`src/rtl/mips_pkg.sv`:
```
// Shared definitions for the multi-cycle MIPS core: opcode/funct encodings,
// FSM state and ALU operation enums, and the ALU evaluation function.
package mips_pkg;

  localparam logic [5:0] OP_RTYPE = 6'h00;
  localparam logic [5:0] OP_J     = 6'h02;
  localparam logic [5:0] OP_JAL   = 6'h03;
  localparam logic [5:0] OP_BEQ   = 6'h04;
  localparam logic [5:0] OP_BNE   = 6'h05;
  localparam logic [5:0] OP_ADDIU = 6'h09;
  localparam logic [5:0] OP_SLTI  = 6'h0A;
  localparam logic [5:0] OP_ANDI  = 6'h0C;
  localparam logic [5:0] OP_ORI   = 6'h0D;
  localparam logic [5:0] OP_LUI   = 6'h0F;
  localparam logic [5:0] OP_LW    = 6'h23;
  localparam logic [5:0] OP_SW    = 6'h2B;

  localparam logic [5:0] FN_JR    = 6'h08;
  localparam logic [5:0] FN_ADDU  = 6'h21;
  localparam logic [5:0] FN_SUBU  = 6'h23;
  localparam logic [5:0] FN_AND   = 6'h24;
  localparam logic [5:0] FN_OR    = 6'h25;
  localparam logic [5:0] FN_SLT   = 6'h2A;
  localparam logic [5:0] FN_SLTU  = 6'h2B;

  typedef enum logic [2:0] {
    S_FETCH, S_DECODE, S_EXEC, S_MEM, S_WB, S_HALT
  } state_t;

  typedef enum logic [2:0] {
    ALU_ADD, ALU_SUB, ALU_AND, ALU_OR, ALU_SLT, ALU_SLTU, ALU_LUI
  } alu_op_t;

  // 32-bit wrapping ALU; no overflow detection.
  function automatic logic [31:0] alu_eval(input alu_op_t op, input logic [31:0] a,
                                           input logic [31:0] b);
    logic signed [31:0] sa;
    logic signed [31:0] sb;
    sa = signed'(a);
    sb = signed'(b);
    case (op)
      ALU_ADD:  return a + b;
      ALU_SUB:  return a - b;
      ALU_AND:  return a & b;
      ALU_OR:   return a | b;
      ALU_SLT:  return {31'd0, (sa < sb)};
      ALU_SLTU: return {31'd0, (a < b)};
      ALU_LUI:  return {b[15:0], 16'h0000};
      default:  return '0;
    endcase
  endfunction

endpackage

```
`src/rtl/mips_multicycle_core_if.sv`:
```
// Instruction and data memory req/ready bus between the core (master) and memories (slave).
interface mips_multicycle_core_if;
  logic        imem_req;
  logic [31:0] imem_addr;
  logic        imem_ready;
  logic [31:0] imem_rdata;
  logic        dmem_req;
  logic        dmem_we;
  logic [31:0] dmem_addr;
  logic [31:0] dmem_wdata;
  logic        dmem_ready;
  logic [31:0] dmem_rdata;

  modport master (
    output imem_req, imem_addr, dmem_req, dmem_we, dmem_addr, dmem_wdata,
    input  imem_ready, imem_rdata, dmem_ready, dmem_rdata
  );

  modport slave (
    input  imem_req, imem_addr, dmem_req, dmem_we, dmem_addr, dmem_wdata,
    output imem_ready, imem_rdata, dmem_ready, dmem_rdata
  );
endinterface

```
`src/rtl/mips_regfile.sv`:
```
// 32x32 register file: two asynchronous reads, one synchronous write, $0 reads as zero.
module mips_regfile #(
  parameter bit REG_INIT_ZERO = 1'b1
) (
  input  logic        clk,
  input  logic        reset,
  input  logic [4:0]  raddr1_i,
  input  logic [4:0]  raddr2_i,
  output logic [31:0] rdata1_o,
  output logic [31:0] rdata2_o,
  input  logic        we_i,
  input  logic [4:0]  waddr_i,
  input  logic [31:0] wdata_i
);

  logic [31:0] regs_q [32];

  always_ff @(posedge clk) begin
    if (reset && REG_INIT_ZERO) begin
      for (int i = 0; i < 32; i++) regs_q[i] <= '0;
    end else if (we_i && waddr_i != 5'd0) begin
      regs_q[waddr_i] <= wdata_i;
    end
  end

  assign rdata1_o = (raddr1_i == 5'd0) ? '0 : regs_q[raddr1_i];
  assign rdata2_o = (raddr2_i == 5'd0) ? '0 : regs_q[raddr2_i];

endmodule

```
`src/rtl/mips_multicycle_core.sv`:
```
// Multi-cycle MIPS core: one FSM sequences fetch/decode/execute/memory/writeback
// over req/ready memory ports, so either memory may stall for any number of cycles.
module mips_multicycle_core
  import mips_pkg::*;
#(
  parameter logic [31:0] RESET_PC        = 32'h0000_0000,
  parameter bit          HALT_ON_ILLEGAL = 1'b1,
  parameter bit          REG_INIT_ZERO   = 1'b1
) (
  input  logic                          clk,
  input  logic                          reset,
  mips_multicycle_core_if.master        bus,
  output logic [31:0]                   pc,
  output logic                          retire,
  output logic                          halted
);

  state_t      state_q;
  logic [31:0] pc_q, ir_q, a_q, b_q, imm_q, aluout_q, mdr_q;
  logic        retire_q;

  logic [5:0]  op, fn;
  logic [4:0]  rs, rt, rd;
  logic [15:0] imm16;
  assign op    = ir_q[31:26];
  assign rs    = ir_q[25:21];
  assign rt    = ir_q[20:16];
  assign rd    = ir_q[15:11];
  assign imm16 = ir_q[15:0];
  assign fn    = ir_q[5:0];

  logic        legal, zext_imm;
  alu_op_t     alu_op;
  always_comb begin
    legal    = 1'b1;
    zext_imm = 1'b0;
    alu_op   = ALU_ADD;
    case (op)
      OP_RTYPE: begin
        case (fn)
          FN_ADDU: alu_op = ALU_ADD;
          FN_SUBU: alu_op = ALU_SUB;
          FN_AND:  alu_op = ALU_AND;
          FN_OR:   alu_op = ALU_OR;
          FN_SLT:  alu_op = ALU_SLT;
          FN_SLTU: alu_op = ALU_SLTU;
          FN_JR:   alu_op = ALU_ADD;
          default: legal  = 1'b0;
        endcase
      end
      OP_ADDIU, OP_LW, OP_SW: alu_op = ALU_ADD;
      OP_SLTI: alu_op = ALU_SLT;
      OP_ANDI: begin alu_op = ALU_AND; zext_imm = 1'b1; end
      OP_ORI:  begin alu_op = ALU_OR;  zext_imm = 1'b1; end
      OP_LUI:  alu_op = ALU_LUI;
      OP_J, OP_JAL, OP_BEQ, OP_BNE: alu_op = ALU_ADD;
      default: legal = 1'b0;
    endcase
  end

  logic [31:0] rf_rd1, rf_rd2, imm_ext, alu_b, aluout_d, pc4, br_tgt, j_tgt;
  logic        br_taken, exec_fault;
  assign imm_ext  = zext_imm ? {16'h0000, imm16} : {{16{imm16[15]}}, imm16};
  assign alu_b    = (op == OP_RTYPE) ? b_q : imm_q;
  assign aluout_d = alu_eval(alu_op, a_q, alu_b);
  assign pc4      = pc_q + 32'd4;
  assign br_tgt   = pc4 + {imm_q[29:0], 2'b00};
  assign j_tgt    = {pc4[31:28], ir_q[25:0], 2'b00};
  assign br_taken = (a_q == b_q) ^ (op == OP_BNE);
  // Misaligned data addresses and jr targets are faults discovered only once A is known.
  assign exec_fault = ((op == OP_LW || op == OP_SW) && aluout_d[1:0] != 2'b00) ||
                      (op == OP_RTYPE && fn == FN_JR && a_q[1:0] != 2'b00);

  logic        rf_we;
  logic [4:0]  rf_waddr;
  logic [31:0] rf_wdata;
  always_comb begin
    rf_we    = 1'b0;
    rf_waddr = rd;
    rf_wdata = aluout_q;
    if (!reset) begin
      if (state_q == S_WB) begin
        rf_we    = 1'b1;
        rf_waddr = (op == OP_RTYPE) ? rd : rt;
        rf_wdata = (op == OP_LW) ? mdr_q : aluout_q;
      end else if (state_q == S_EXEC && op == OP_JAL && !exec_fault) begin
        rf_we    = 1'b1;
        rf_waddr = 5'd31;
        rf_wdata = pc4;
      end
    end
  end

  mips_regfile #(.REG_INIT_ZERO(REG_INIT_ZERO)) u_rf (
    .clk      (clk),
    .reset    (reset),
    .raddr1_i (rs),
    .raddr2_i (rt),
    .rdata1_o (rf_rd1),
    .rdata2_o (rf_rd2),
    .we_i     (rf_we),
    .waddr_i  (rf_waddr),
    .wdata_i  (rf_wdata)
  );

  always_ff @(posedge clk) begin
    if (reset) begin
      state_q  <= S_FETCH;
      pc_q     <= RESET_PC;
      ir_q     <= '0;
      retire_q <= 1'b0;
    end else begin
      retire_q <= 1'b0;
      case (state_q)
        S_FETCH: begin
          if (bus.imem_ready) begin
            ir_q    <= bus.imem_rdata;
            state_q <= S_DECODE;
          end
        end
        S_DECODE: begin
          a_q   <= rf_rd1;
          b_q   <= rf_rd2;
          imm_q <= imm_ext;
          if (legal) begin
            state_q <= S_EXEC;
          end else if (HALT_ON_ILLEGAL) begin
            state_q <= S_HALT;
          end else begin
            pc_q     <= pc4;
            retire_q <= 1'b1;
            state_q  <= S_FETCH;
          end
        end
        S_EXEC: begin
          aluout_q <= aluout_d;
          if (exec_fault) begin
            if (HALT_ON_ILLEGAL) begin
              state_q <= S_HALT;
            end else begin
              pc_q     <= pc4;
              retire_q <= 1'b1;
              state_q  <= S_FETCH;
            end
          end else begin
            case (op)
              OP_LW, OP_SW: state_q <= S_MEM;
              OP_BEQ, OP_BNE: begin
                pc_q     <= br_taken ? br_tgt : pc4;
                retire_q <= 1'b1;
                state_q  <= S_FETCH;
              end
              OP_J, OP_JAL: begin
                pc_q     <= j_tgt;
                retire_q <= 1'b1;
                state_q  <= S_FETCH;
              end
              OP_RTYPE: begin
                if (fn == FN_JR) begin
                  pc_q     <= a_q;
                  retire_q <= 1'b1;
                  state_q  <= S_FETCH;
                end else begin
                  state_q <= S_WB;
                end
              end
              default: state_q <= S_WB;
            endcase
          end
        end
        S_MEM: begin
          if (bus.dmem_ready) begin
            if (op == OP_SW) begin
              pc_q     <= pc4;
              retire_q <= 1'b1;
              state_q  <= S_FETCH;
            end else begin
              mdr_q   <= bus.dmem_rdata;
              state_q <= S_WB;
            end
          end
        end
        S_WB: begin
          pc_q     <= pc4;
          retire_q <= 1'b1;
          state_q  <= S_FETCH;
        end
        S_HALT: state_q <= S_HALT;
        default: state_q <= S_FETCH;
      endcase
    end
  end

  // Bus strobes decode straight from the state register so they track it cycle for cycle.
  assign bus.imem_req   = (state_q == S_FETCH);
  assign bus.imem_addr  = pc_q;
  assign bus.dmem_req   = (state_q == S_MEM);
  assign bus.dmem_we    = (state_q == S_MEM) && (op == OP_SW);
  assign bus.dmem_addr  = aluout_q;
  assign bus.dmem_wdata = b_q;
  assign pc             = pc_q;
  assign retire         = retire_q;
  assign halted         = (state_q == S_HALT);

endmodule

```
`src/flat_wrapper.sv`:
```
// flat-port wrapper written by rule: the top's interface ports become plain ports
module mips_multicycle_core_flat import mips_pkg::*;
#(
  parameter logic [31:0] RESET_PC        = 32'h0000_0000,
  parameter bit          HALT_ON_ILLEGAL = 1'b1,
  parameter bit          REG_INIT_ZERO   = 1'b1
)
  (clk, reset, pc, retire, halted, bus_imem_req, bus_imem_addr, bus_dmem_req, bus_dmem_we, bus_dmem_addr, bus_dmem_wdata, bus_imem_ready, bus_imem_rdata, bus_dmem_ready, bus_dmem_rdata);
  mips_multicycle_core_if bus_i ();
  input  logic clk;
  input  logic reset;
  output logic [31:0] pc;
  output logic retire;
  output logic halted;
  output wire logic [$bits(bus_i.imem_req)-1:0] bus_imem_req;
  output wire logic [$bits(bus_i.imem_addr)-1:0] bus_imem_addr;
  output wire logic [$bits(bus_i.dmem_req)-1:0] bus_dmem_req;
  output wire logic [$bits(bus_i.dmem_we)-1:0] bus_dmem_we;
  output wire logic [$bits(bus_i.dmem_addr)-1:0] bus_dmem_addr;
  output wire logic [$bits(bus_i.dmem_wdata)-1:0] bus_dmem_wdata;
  input wire logic [$bits(bus_i.imem_ready)-1:0] bus_imem_ready;
  input wire logic [$bits(bus_i.imem_rdata)-1:0] bus_imem_rdata;
  input wire logic [$bits(bus_i.dmem_ready)-1:0] bus_dmem_ready;
  input wire logic [$bits(bus_i.dmem_rdata)-1:0] bus_dmem_rdata;
  assign bus_imem_req = bus_i.imem_req;
  assign bus_imem_addr = bus_i.imem_addr;
  assign bus_dmem_req = bus_i.dmem_req;
  assign bus_dmem_we = bus_i.dmem_we;
  assign bus_dmem_addr = bus_i.dmem_addr;
  assign bus_dmem_wdata = bus_i.dmem_wdata;
  assign bus_i.imem_ready = bus_imem_ready;
  assign bus_i.imem_rdata = bus_imem_rdata;
  assign bus_i.dmem_ready = bus_dmem_ready;
  assign bus_i.dmem_rdata = bus_dmem_rdata;
  mips_multicycle_core #(.RESET_PC(RESET_PC), .HALT_ON_ILLEGAL(HALT_ON_ILLEGAL), .REG_INIT_ZERO(REG_INIT_ZERO)) u_core (.clk(clk), .reset(reset), .bus(bus_i), .pc(pc), .retire(retire), .halted(halted));
endmodule
```
`config.mk`:
```
export PLATFORM = sky130hd
export DESIGN_NAME = mips_multicycle_core_flat
export DESIGN_NICKNAME = d
export VERILOG_FILES = /design/src/rtl/mips_pkg.sv /design/src/rtl/mips_multicycle_core_if.sv /design/src/rtl/mips_regfile.sv /design/src/rtl/mips_multicycle_core.sv /design/src/flat_wrapper.sv
export SDC_FILE = /design/constraint.sdc
export NUM_CORES = 2
export LEC_CHECK = 0
export CAP_MARGIN = 10
export CORE_ASPECT_RATIO = 1.4
export CORE_UTILIZATION = 50
export CTS_CLUSTER_SIZE = 25
export DETAILED_ROUTE_END_ITERATION = 10
export PLACE_DENSITY_LB_ADDON = 0.08
export SETUP_SLACK_MARGIN = 0.1
export SLEW_MARGIN = 5
export SYNTH_ARGS = -nofsm -noshare
export SYNTH_HDL_FRONTEND = slang
export SYNTH_SLANG_ARGS = --single-unit
export TNS_END_PERCENT = 1
```
`constraint.sdc`:
```
create_clock -name clk -period 26.5 [get_ports clk]
set_input_delay 5.3 -clock clk [delete_from_list [all_inputs] [get_ports clk]]
set_output_delay 5.3 -clock clk [all_outputs]
set_load 0.05 [all_outputs]
```
==> key figures <==
Worst setup path
  – Arrival @ worst endpoint: 9.64 ns
  – Critical Path Sink Type: flip-flop
  – Type of element launching the critical path: input pin
  – Worst stage delay on the critical path: 1.12 ns
  – Critical-path maximum fanout: 42
  – Worst Path Required: 26.90 ns
  – Setup slack, reg-to-reg: 19.52 ns
  – Critical path type: input pin to flip-flop
  – Worst path cell trace: clkbuf_8, buf_4, a21oi_4, o21ai_1, nor3b_1, nand2_2, nand2b_2
  – Highest-delay cell along the critical path: nand2b_2

Clocking
  – Worst-path clk slew: 0.06 ns
  – Post-CTS Hold Buffers: 0
  – Buffers from clock root to sink, at most: 3
  – Num Clock Sinks: 1,237
  – Total of cells resized after clock tree synthesis: 0
  – CTS tree: done
  – Clock latency of the later-clocked register in the worst-skew pair: 0.79 ns
  – Clock tree root driver cell: clkbuf_16
  – Total CTS buffers: 119
  – Post-CTS setup-driven buffer insertion count: 0
  – H-tree lvl count: 3

Synthesis
  – Cell area after technology mapping: 68,200 um^2
  – Distinct cells, synth: 86
  – Cell types occupying the most area after synthesis: edfxtp_1, mux4_2, nor2_1
  – Synth warnings: 0
  – Cell taking the most area after synthesis: edfxtp_1
  – Number of enable flip-flop cells after synthesis: 1,169
  – Fraction of post-synthesis cell area in the top cell type by area: 51.5%
  – Number of storage elements in the synthesis netlist: 1,237
  – Proportion of register bits with asynchronous set or reset after synthesis: 0%
  – Share of synthesized area occupied by flip-flops and latches: 53.5%
  – Synthesized instance count: 5,441
  – Most common flop cell mapped by yosys: edfxtp_1
  – Mean area per synthesized cell: 12.5 um^2

Outcome
  – Violated checks: slew limit
  – Run status: complete, but fails checks

Timing
  – Largest clock skew in the final design: 0.0484 ns
  – Number of endpoints failing setup at the final stage: 0
  – Post-Route Hold Slack: 0.463 ns
  – Headroom to the max-slew limit: -1.21%
  – Total negative slack for setup checks: 0 ns
  – Max Transition Viols Final: 1
  – Minimum clock period after layout: 9.25 ns
  – Setup repair after global routing missed its margin: no
  – Final hold violation count: 0
  – Measured slew at the worst slew-check pin: 1.52 ns
  – Highest clock frequency the design can meet: 108 MHz
  – Fin crit share: 34.9%

Place
  – RD Place Congestion: 0.979
  – Post-detail-place hpwl: 177,000 um
  – IO buf count: 200

Drt
  – Antenna-violating nets left: 0
  – Pre-antenna DRT Iters: 6
  – Number of design rule violations left after detail routing: 0
  – Total number of vias: 49,700
  – Via density per instance: 6.84
  – Drt initial violations: 7,021
  – Detailed Route WL: 261,000 um
  – Avg WL per Cell: 36.0 um

Power
  – Net switching share of the total power: 31.8%
  – Part of the power in registers: 45.3%
  – Largest vdd supply drop: 0.0551 mV
  – Comb power frac: 22.6%
  – Net Sw Power: 1.63 mW
  – Power density cells: 68.4 nW/um^2
  – Cell leakage power: 25.8 nW
  – Internal Dissipation: 3.51 mW
  – Share of total power in the clock network: 32.1%

Die
  – Initial core utilization: 50.6%
  – Overall die height: 439 um
  – Placeable core area: 135,000 um^2
  – DIE AREA: 138,000 um^2
  – Die boundary width: 314 um
  – Ports placed on the boundary: 201
  – Cell Rows: 159

GRT
  – Global-route congestion overflow total: 0
  – Pin count of the biggest net entering global routing: 124
  – Wire length of the first global-routing pass: 363,000 um
  – Aggregate global-route resource usage: 37.7%
  – Number of antenna violations at the first check in global routing: 8
  – Number of global-route vias before repair: 47,300

Worst hold path
  – Hold Crit Class: flip-flop to flip-flop

Finish
  – Fill cell total of the finished layout: 11,300
  – Share of layout cells above drive strength 1: 17.2%
  – Area overhead of the layout relative to synthesis: 10.4%
  – Nets@finish: 5,583

Run
  – Max Cap Violations: 0
[routing by layer]
metal	track usage, %	wire length (um)	vias up
li1	-	-	20400
met1	46.2	90700	25400
met2	59.6	122000	3215
met3	7.11	25800	646
met4	27.9	22800	12
met5	0	71	-
[power groups by stage]
stage / registers [mW] / logic (mW) / clock network (mW)
after floorplan: 2.33 / 0.709 / 0
after global placement: 2.36 / 1.13 / 0
after detailed placement: 2.37 / 1.13 / 0
after CTS: 2.33 / 1.13 / 1.65
after global routing: 2.34 / 1.20 / 1.72
final: 2.33 / 1.16 / 1.65
[cell families (layout without fill, tap and decap cells)]
logic type | after synthesis | after routing | synth area share (%)
xor gates and xnor gates | 115 | 115 | 1.48
muxes | 746 | 746 | 19.5
buffers and inverters | 655 | 666 | 4.06
AOI/OAI and AO/OA | 845 | 845 | 8.50
DFF | 1237 | 1237 | 53.5
and+or+nand+nor | 1713 | 1713 | 10.5
adders and majority gates | 129 | 129 | 2.40
other | 1 | 37 | 0.00550
[cell usage after synthesis, types with 38 or more instances]
cell      number
o21ai_0       99
nand3_1       38
o221ai_1      65
ha_1         126
xnor2_1       87
edfxtp_1    1169
nand2b_1      58
nor2_1      1179
mux4_2       458
clkbuf_1     404
buf_1         52
nand2_1      246
mux2_2        80
a211oi_1      39
inv_1        127
dfxtp_1       68
a21oi_1      193
mux2i_1      208
o22ai_1      125
a221oi_1      53
nor3_1        50
[metrics by stage]
stage | worst slack, ns | cells | cell area [um^2] | util (%) | total power, mW
finish | 17.25 | 7259 | 75200 | 55.9 | 5.14
global route | 17.09 | 7254 | 75200 | 55.8 | 5.26
CTS | 17.24 | 7252 | 75200 | 55.8 | 5.11
detailed placement | 16.43 | 7034 | 71600 | 53.2 | 3.50
global placement | 16.50 | 7034 | 71600 | 53.2 | 3.49
floorplan | 14.41 | 5472 | 68300 | - | 3.04
[final cells by class]
cell class | instances | area [um^2] | area share [%]
sequential | 1237 | 36500 | 48.5
multi-input combinational | 3580 | 29500 | 39.2
clock buffer | 159 | 3130 | 4.16
timing repair buffer | 321 | 2960 | 3.94
tap | 1771 | 2220 | 2.95
inverter | 127 | 477 | 0.634
clock inverter | 59 | 458 | 0.609
antenna | 5 | 12.5 | 0.0166
[worst paths after layout]
check                                     start                          to  cells after the start
worst min-delay path             u_core.ir_q[8]             u_core.imm_q[8]                      0
worst max-delay path                      reset  u_core.u_rf.regs_q[22][12]                      7
worst min register to register   u_core.ir_q[8]             u_core.imm_q[8]                      0
worst max register to register  u_core.ir_q[27]     u_core.bus.imem_addr[1]                     16
[sequential cells by signal, summed over array words and instances, names as in the netlist]
name,count
u_core.state_q,3
u_core.bus.dmem_addr,32
u_core.u_rf.regs_q,1024
u_core.bus.imem_addr,32
u_core.ir_q,32
u_core.bus.dmem_wdata,32
u_core.mdr_q,32
u_core.imm_q,17
u_core.retire,1
u_core.a_q,32
[worst max-delay path, delay by kind of cell]
family / cells / cell delay, ns
compound gates: 2 / 0.57
buf+inv: 2 / 0.94
simple gates: 3 / 2.67
[layout by cell type, fill, tap and decap left out, types with 38 or more instances in the layout]
| cell type | count |
|---|---|
| mux2_2 | 80 |
| mux2i_1 | 208 |
| dfxtp_1 | 58 |
| ha_1 | 126 |
| a21oi_1 | 193 |
| buf_4 | 116 |
| nand3_1 | 38 |
| clkdlybuf4s50_1 | 199 |
| clkbuf_16 | 119 |
| a211oi_1 | 39 |
| o21ai_0 | 98 |
| o221ai_1 | 65 |
| nor2_1 | 1178 |
| nor3_1 | 45 |
| nand2_1 | 228 |
| edfxtp_1 | 1169 |
| xnor2_1 | 87 |
| o22ai_1 | 92 |
| a221oi_1 | 52 |
| mux4_2 | 458 |
| clkbuf_1 | 40 |
| inv_1 | 127 |
Power figures use the tool's default switching activity.
